**config.mk**
```make
export PLATFORM = sky130hd
export DESIGN_NAME = snn_core
export DESIGN_NICKNAME = d
export VERILOG_FILES = /design/src/rtl/snn_pkg.sv /design/src/rtl/snn_core_lif_update.sv /design/src/rtl/snn_core.sv
export SDC_FILE = /design/constraint.sdc
export NUM_CORES = 1
export LEC_CHECK = 0
export BUFFER_PORTS_ARGS = -buffer_cell sky130_fd_sc_hd__buf_4
export CAP_MARGIN = 20
export CORE_UTILIZATION = 57
export CTS_BUF_LIST = sky130_fd_sc_hd__clkbuf_2
export DETAILED_ROUTE_END_ITERATION = 12
export GPL_TIMING_DRIVEN = 1
export PLACE_DENSITY_LB_ADDON = 0.15
export SYNTH_ARGS = -nofsm -noshare
export SYNTH_HDL_FRONTEND = slang
export SYNTH_SLANG_ARGS = --single-unit
```
**constraint.sdc**
```tcl
create_clock -name clk_i -period 27.4 [get_ports clk_i]
set_input_delay 4.11 -clock clk_i [delete_from_list [all_inputs] [get_ports clk_i]]
set_output_delay 4.11 -clock clk_i [all_outputs]
set_load 0.005 [all_outputs]
```
**src/rtl/snn_pkg.sv**
```systemverilog
// Shared defaults, FSM state encoding and synaptic weight table for the LIF spiking core.
package snn_pkg;

  localparam int unsigned DEF_N_IN       = 16;
  localparam int unsigned DEF_N_OUT      = 8;
  localparam int unsigned DEF_V_W        = 16;
  localparam int unsigned DEF_W_W        = 8;
  localparam int          DEF_THRESH     = 32;
  localparam int unsigned DEF_LEAK_SHIFT = 3;

  localparam int unsigned IN_IW  = $clog2(DEF_N_IN);
  localparam int unsigned OUT_IW = $clog2(DEF_N_OUT);

  typedef enum logic [1:0] {
    LOAD   = 2'd0,
    UPDATE = 2'd1,
    EMIT   = 2'd2
  } state_e;

  typedef logic [DEF_N_OUT-1:0][DEF_N_IN-1:0][DEF_W_W-1:0] weights_t;

  // Excitatory +8 from every eighth line onto its own neuron, -1 lateral inhibition otherwise.
  function automatic weights_t init_weights();
    weights_t w;
    w = '0;
    for (int unsigned k = 0; k < DEF_N_OUT; k++) begin
      for (int unsigned i = 0; i < DEF_N_IN; i++) begin
        w[OUT_IW'(k)][IN_IW'(i)] = ((i % 8) == k) ? DEF_W_W'(8) : DEF_W_W'(-1);
      end
    end
    return w;
  endfunction

  localparam weights_t WEIGHTS = init_weights();

endpackage

```
**src/rtl/snn_core_lif_update.sv**
```systemverilog
// Combinational LIF step for one neuron: weighted input sum, leak, saturation, threshold.
module lif_update
  import snn_pkg::*;
#(
  parameter int unsigned N_IN       = DEF_N_IN,
  parameter int unsigned V_W        = DEF_V_W,
  parameter int unsigned W_W        = DEF_W_W,
  parameter int          THRESH     = DEF_THRESH,
  parameter int unsigned LEAK_SHIFT = DEF_LEAK_SHIFT,
  parameter int unsigned K_W        = OUT_IW
) (
  input  logic [N_IN-1:0]       spike,
  input  logic [K_W-1:0]        k,
  input  logic signed [V_W-1:0] v_in,
  output logic signed [V_W-1:0] v_next_c,
  output logic                  fire_c
);

  localparam int unsigned A_W = V_W + 4;
  localparam int unsigned IW  = (N_IN > 1) ? $clog2(N_IN) : 1;
  localparam logic signed [A_W-1:0] V_MIN = A_W'(-4 * THRESH);
  localparam logic signed [A_W-1:0] V_MAX = A_W'((1 << (V_W - 1)) - 1);
  localparam logic signed [A_W-1:0] TH    = A_W'(THRESH);

  logic signed [W_W-1:0] w;
  logic signed [A_W-1:0] i_sum;
  logic signed [A_W-1:0] v_ext;
  logic signed [A_W-1:0] v_raw;
  logic signed [A_W-1:0] v_sat;

  always_comb begin
    w     = '0;
    i_sum = '0;
    for (int unsigned i = 0; i < N_IN; i++) begin
      w = W_W'($signed(WEIGHTS[k][IW'(i)]));
      if (spike[IW'(i)]) i_sum = i_sum + A_W'(w);
    end
    v_ext = A_W'(v_in);
    v_raw = v_ext - (v_ext >>> LEAK_SHIFT) + i_sum;
    if (v_raw < V_MIN)      v_sat = V_MIN;
    else if (v_raw > V_MAX) v_sat = V_MAX;
    else                    v_sat = v_raw;
    fire_c   = (v_sat >= TH);
    v_next_c = fire_c ? '0 : V_W'(v_sat);
  end

endmodule

```
**src/rtl/snn_core.sv**
```systemverilog
// Self-paced LIF spiking layer: one timestep every N_OUT+2 cycles, one neuron updated per cycle.
module snn_core
  import snn_pkg::*;
#(
  parameter int unsigned N_IN       = DEF_N_IN,
  parameter int unsigned N_OUT      = DEF_N_OUT,
  parameter int unsigned V_W        = DEF_V_W,
  parameter int unsigned W_W        = DEF_W_W,
  parameter int          THRESH     = DEF_THRESH,
  parameter int unsigned LEAK_SHIFT = DEF_LEAK_SHIFT
) (
  input  logic             clk_i,
  input  logic             rst_i,
  input  logic [N_IN-1:0]  spike_i,
  output logic [N_OUT-1:0] spike_o,
  output logic             next_stage
);

  localparam int unsigned K_W = (N_OUT > 1) ? $clog2(N_OUT) : 1;

  state_e                state;
  state_e                state_nxt;
  logic [K_W-1:0]        idx;
  logic [N_IN-1:0]       spike_q;
  logic [N_OUT-1:0]      shadow;
  logic [N_OUT-1:0]      shadow_c;
  logic signed [V_W-1:0] v_mem [N_OUT];
  logic signed [V_W-1:0] v_next_c;
  logic                  fire_c;

  lif_update #(
    .N_IN       (N_IN),
    .V_W        (V_W),
    .W_W        (W_W),
    .THRESH     (THRESH),
    .LEAK_SHIFT (LEAK_SHIFT),
    .K_W        (K_W)
  ) u_lif (
    .spike    (spike_q),
    .k        (idx),
    .v_in     (v_mem[idx]),
    .v_next_c (v_next_c),
    .fire_c   (fire_c)
  );

  always_ff @(posedge clk_i or negedge rst_i) begin
    if (!rst_i) state <= LOAD;
    else        state <= state_nxt;
  end

  always_comb begin
    state_nxt = state;
    case (state)
      LOAD:    state_nxt = UPDATE;
      UPDATE:  if (idx == K_W'(N_OUT - 1)) state_nxt = EMIT;
      EMIT:    state_nxt = LOAD;
      default: state_nxt = LOAD;
    endcase
  end

  // Shadow with the current neuron's fire bit merged, so the last neuron lands in spike_o.
  always_comb begin
    shadow_c      = shadow;
    shadow_c[idx] = fire_c;
  end

  always_ff @(posedge clk_i or negedge rst_i) begin
    if (!rst_i) begin
      idx        <= '0;
      spike_q    <= '0;
      shadow     <= '0;
      spike_o    <= '0;
      next_stage <= 1'b0;
      v_mem      <= '{default: '0};
    end else begin
      next_stage <= (state_nxt == EMIT);
      case (state)
        LOAD: begin
          spike_q <= spike_i;
          idx     <= '0;
        end
        UPDATE: begin
          v_mem[idx] <= v_next_c;
          shadow     <= shadow_c;
          idx        <= idx + K_W'(1);
          if (state_nxt == EMIT) spike_o <= shadow_c;
        end
        default: ;
      endcase
    end
  end

endmodule

```
==> metrics.yaml, run 1 <==
cp-end-kind: "flip-flop"
wl_per_cell_um: 18.9
crit_path_start_kind: "flip-flop"
netlist_area_sq_um: 24300
fmax_mhz: 39.8
slew_violations: 0
die-area_sq_um: 43400
ctsResizeCount: 0
synth_edf_count: 0
clk_pin_slew_ns: 0.28
ant_nets: 0
hpwl_um: 52200
clock-skew-final_ns: 0.0877
dr_total_vias: 23217
firstDrtPassIters: 5
path_class: "reg -> reg"
io_pins: 27
grt_max_degree: 97
routed_wl_um: 68100
cts_max_path_buffers: 2
synth_seq_cells: 166
grt_pass1_vias: 21965
place_congestion: 0.968
crit_buf_inv: 8
layout.cells.most_common_list: "nand2_1, ha_1, a21oi_1, nor2_1, o21ai_0"
cts.htree.levels: 4
crit_top_cell: "ha_1"
slew_headroom_pct: 35.1
avgViaCountPerCell: 6.45
synth_flop_cell: "dfrtp_1"
syn_inst: 3071
cp_slowest_cell: "inv_1"
min_period_ns: 25.11
holdBufCountCts: 0
io_buffers: 26
final_layout_size_suffix_gt1_share_pct: 8.29
critical_path_arrival_ns: 25.80
dp_cells: 3570
fin_ws_ns: 2.29
final_cells: 3602
syn_area_per_cell_sq_um: 7.91
period_share_pct: 91.7
grt_pass1_wl_um: 111000
grt-ovfl-total: 0
num_rows: 75
ys_seq_area_share_pct: 17.1
start_util_pct: 57.9
tightestPinTransition_ns: 0.973
drc: 0
cts_tree: "built"
setup_viol: 0
drt_iter0_drc: 1890
cts_buffers: 17
outcome: "complete, no violations"
insertion_delay_ns: 0.82
yosys_warnings: 0
diodes: 0
nets: 3387
hold_violations: 0
synthesis.nets: 3408
cap_violations: 0
place_ws_ns: 2.74
required_ns: 28.09
clockRootBuffer: "clkbuf_2"
finalCoreUtilization_pct: 60.3
antenna_found_initial: 0
cts_setup_buffers: 0
max_stage_delay_ns: 0.76
die_y_um: 208
core_sq_um: 41900
hold_class: "reg -> reg"
timing.setup.tns_ns: 0
ys_async_sr_fraction_pct: 100
cts_sinks: 166
fp.dieW_um: 208
grt_setup_unrepaired: "no"
critical_path_peak_fanout: 22
grtUsageTotal_pct: 30.9
syn2layout_area_growth_pct: 4.20
crit_family: "compound AO/OA/AOI/OAI gates"
mostFrequentLayoutCell: "nand2_1"
ys_types: 92
==> metal layers <==
layer	track usage, %	wire length, um
met5	0	0
met4	8.28	1540
met3	2.91	3360
met2	52.6	32100
met1	41.8	31100
==> cell type report <==
cell class,count,area [sq um]
Multi-Input combinational cell,2671,19300
Fill cell,3818,16600
Sequential cell,166,4150
Tap cell,539,674
Timing Repair Buffer,66,499
Inverter,128,480
Clock inverter,15,153
Clock buffer,17,85.1
==> synth_stat cells (32+ instances only) <==
master / number / share of area (%)
nand2b_1: 34 / 0.88
nand3_1: 51 / 1.1
a31oi_1: 38 / 0.98
a21o_1: 192 / 5.9
inv_1: 120 / 1.9
a211oi_1: 34 / 1.1
o21ai_0: 195 / 4.0
nor2_1: 196 / 3.0
a22oi_1: 69 / 2.1
nand2_1: 311 / 4.8
xnor2_1: 115 / 4.1
nor3_1: 61 / 1.3
clkbuf_1: 91 / 1.4
a21oi_1: 260 / 5.4
ha_1: 296 / 15
or3_1: 32 / 0.82
o21ai_1: 42 / 0.87
mux2_2: 77 / 3.6
xor2_1: 78 / 2.8
dfrtp_1: 166 / 17
o21a_1: 70 / 2.2
==> state kept, by name, indices dropped and copies added, names as in the netlist <==
register and cells:
shadow 8, next_stage 1, idx 3, spike_o 8, v_mem 128, spike_q 16, state 2
==> through the flow <==
stage | cell area, sq um | hold slack [ns]
after floorplan | 24300 | 0.435
after global placement | 25100 | 0.459
after detailed placement | 25100 | 0.466
after CTS | 25300 | 0.506
after global routing | 25300 | 0.527
final | 25300 | 0.505
==> kinds of logic after synthesis <==
family	after synthesis	synth area share, %
XOR/XNOR	209	8.40
flip-flops	166	17.1
multiplexers	103	4.69
adder cells (fa/ha/maj)	319	17.1
AND/OR/NAND/NOR	884	17.4
AO/OA/AOI/OAI	1156	31.5
buffers and inverters	234	3.70
==> worst paths after layout <==
path,startpoint,endpoint,slack [ns],depth (start not counted)
hold reg to reg,state[0],state[0],0.51,1
setup / recovery,idx[0],v_mem[118],2.29,103
min in group asynchronous,rst_i,v_mem[91],3.36,1
max in group asynchronous,rst_i,v_mem[1],22.51,2
setup reg to reg,idx[0],v_mem[118],2.29,103
hold / removal,state[0],state[0],0.51,1
Power of run 1 is left out: the tool's default activity adds up to more than one toggle a clock period on the data nets, which glitch-free logic cannot reach.
==> inputs of run 2 (changes only) <==
--- a/config.mk
+++ b/config.mk
@@ -7,6 +7,7 @@
 export LEC_CHECK = 0
 export BUFFER_PORTS_ARGS = -buffer_cell sky130_fd_sc_hd__buf_4
 export CAP_MARGIN = 20
+export CORE_MARGIN = 2
 export CORE_UTILIZATION = 57
 export CTS_BUF_LIST = sky130_fd_sc_hd__clkbuf_2
 export DETAILED_ROUTE_END_ITERATION = 12
==> metrics.yaml, run 2 (same netlist as run 1, synthesis figures left out) <==
hold_start: "v_mem[47]"
fp.dieW_um: 210
grt_pass1_vias: 22341
final_cells: 3593
cts_buffers: 17
outcome: "complete, no violations"
diodes: 0
routed_wl_um: 68900
largest_reg_flops: 128
clock-skew-final_ns: 0.0647
hold_violations: 0
hpwl_um: 53000
layout.cells.most_common_list: "nand2_1, ha_1, a21oi_1, nor2_1, o21ai_0"
critical_path_arrival_ns: 25.99
cts_tree: "built"
die_y_um: 210
ctsResizeCount: 0
avgViaCountPerCell: 6.48
crit_buf_inv: 8
slew_violations: 0
grt_max_degree: 94
max_stage_delay_ns: 0.75
clk_pin_slew_ns: 0.28
cts_setup_buffers: 0
clockRootBuffer: "clkbuf_2"
die-area_sq_um: 44300
reg_top3: "v_mem (128), spike_q (16)"
min_period_ns: 25.30
dp_cells: 3561
regMostFlops: "v_mem"
wl_per_cell_um: 19.2
grt_setup_unrepaired: "no"
core_sq_um: 42000
crit_family: "compound AO/OA/AOI/OAI gates"
syn2layout_area_growth_pct: 3.98
cp_slowest_cell: "inv_1"
required_ns: 28.08
cts_sinks: 166
insertion_delay_ns: 0.78
mostFrequentLayoutCell: "nand2_1"
firstDrtPassIters: 5
ant_nets: 0
crit_top_cell: "ha_1"
fmax_mhz: 39.5
num_rows: 75
cp-startpoint: "idx[0]"
timing.setup.tns_ns: 0
grt_pass1_wl_um: 113000
drt_iter0_drc: 1902
nets: 3378
dr_total_vias: 23292
place_congestion: 0.954
cts.htree.levels: 4
drc: 0
grt-ovfl-total: 0
antenna_found_initial: 0
critical_path_peak_fanout: 22
io_pins: 27
setup_viol: 0
tightestPinTransition_ns: 1.04
period_share_pct: 92.4
path_class: "reg -> reg"
crit_path_start_kind: "flip-flop"
finalHoldWorstSlack_ns: 0.514
grtUsageTotal_pct: 30.8
holdBufCountCts: 0
cap_violations: 0
final_layout_size_suffix_gt1_share_pct: 8.06
timing.rr.start: "idx[0]"
cp-end-kind: "flip-flop"
slew_headroom_pct: 29.0
cts_max_path_buffers: 2
hold_class: "reg -> reg"
io_buffers: 26
start_util_pct: 57.8
==> run 2: cell count changes in the layout (fill, tap and decap cells not counted) <==
cell / before / now
buf_4: 65 / 56
clkinv_1: 4 / 3
clkinv_4: 1 / 0
clkinv_8: 2 / 3
clkinvlp_4: 0 / 2
inv_8: 6 / 5
nor2_2: 9 / 8
nor2_4: 0 / 1
==> run 2: metrics by stage <==
stage | area, sq um | setup slack (ns) | utilization [%]
2_1_floorplan | 24300 | 6.32 | -
3_3_place_gp | 25000 | 2.85 | 59.5
3_5_place_dp | 25000 | 2.61 | 59.5
4_1_cts | 25300 | 2.42 | 60.1
5_1_grt | 25300 | 0.0303 | 60.1
6_report | 25300 | 2.10 | 60.1
==> run 2: layout make-up <==
cell class	instances	area, sq um
multi-input combinational	2671	19300
tap	539	674
timing repair buffer	57	432
clock inverter	15	160
fill	3856	16800
sequential	166	4150
inverter	128	480
clock buffer	17	85.1
==> run 2: layer usage <==
layer / global-route usage (%) / up-vias / wire, um
li1: - / 11423 / -
met1: 41.4 / 11100 / 31400
met2: 53.1 / 663 / 32300
met3: 2.91 / 106 / 3380
met4: 8.45 / 0 / 1780
met5: 0 / - / 0
==> run 2: worst paths after layout <==
kind	to	slack, ns	cells past startpoint
setup / recovery	v_mem[6]	2.10	103
hold / removal	v_mem[47]	0.51	1
setup reg to reg	v_mem[6]	2.10	103
hold reg to reg	v_mem[47]	0.51	1
max in group asynchronous	v_mem[112]	22.47	2
min in group asynchronous	v_mem[123]	3.34	1
==> run 2: worst reg2reg max path, delay by kind of cell, from the launching register on <==
kind	cells	cell delay [ns]
flip-flops	1	0.57
AND/OR/NAND/NOR	26	6.06
adder cells (fa/ha/maj)	19	6.15
AO/OA/AOI/OAI	38	7.68
buffers and inverters	8	1.65
multiplexers	1	0.44
XOR/XNOR	11	2.69
Power of run 2 is left out for the same reason.
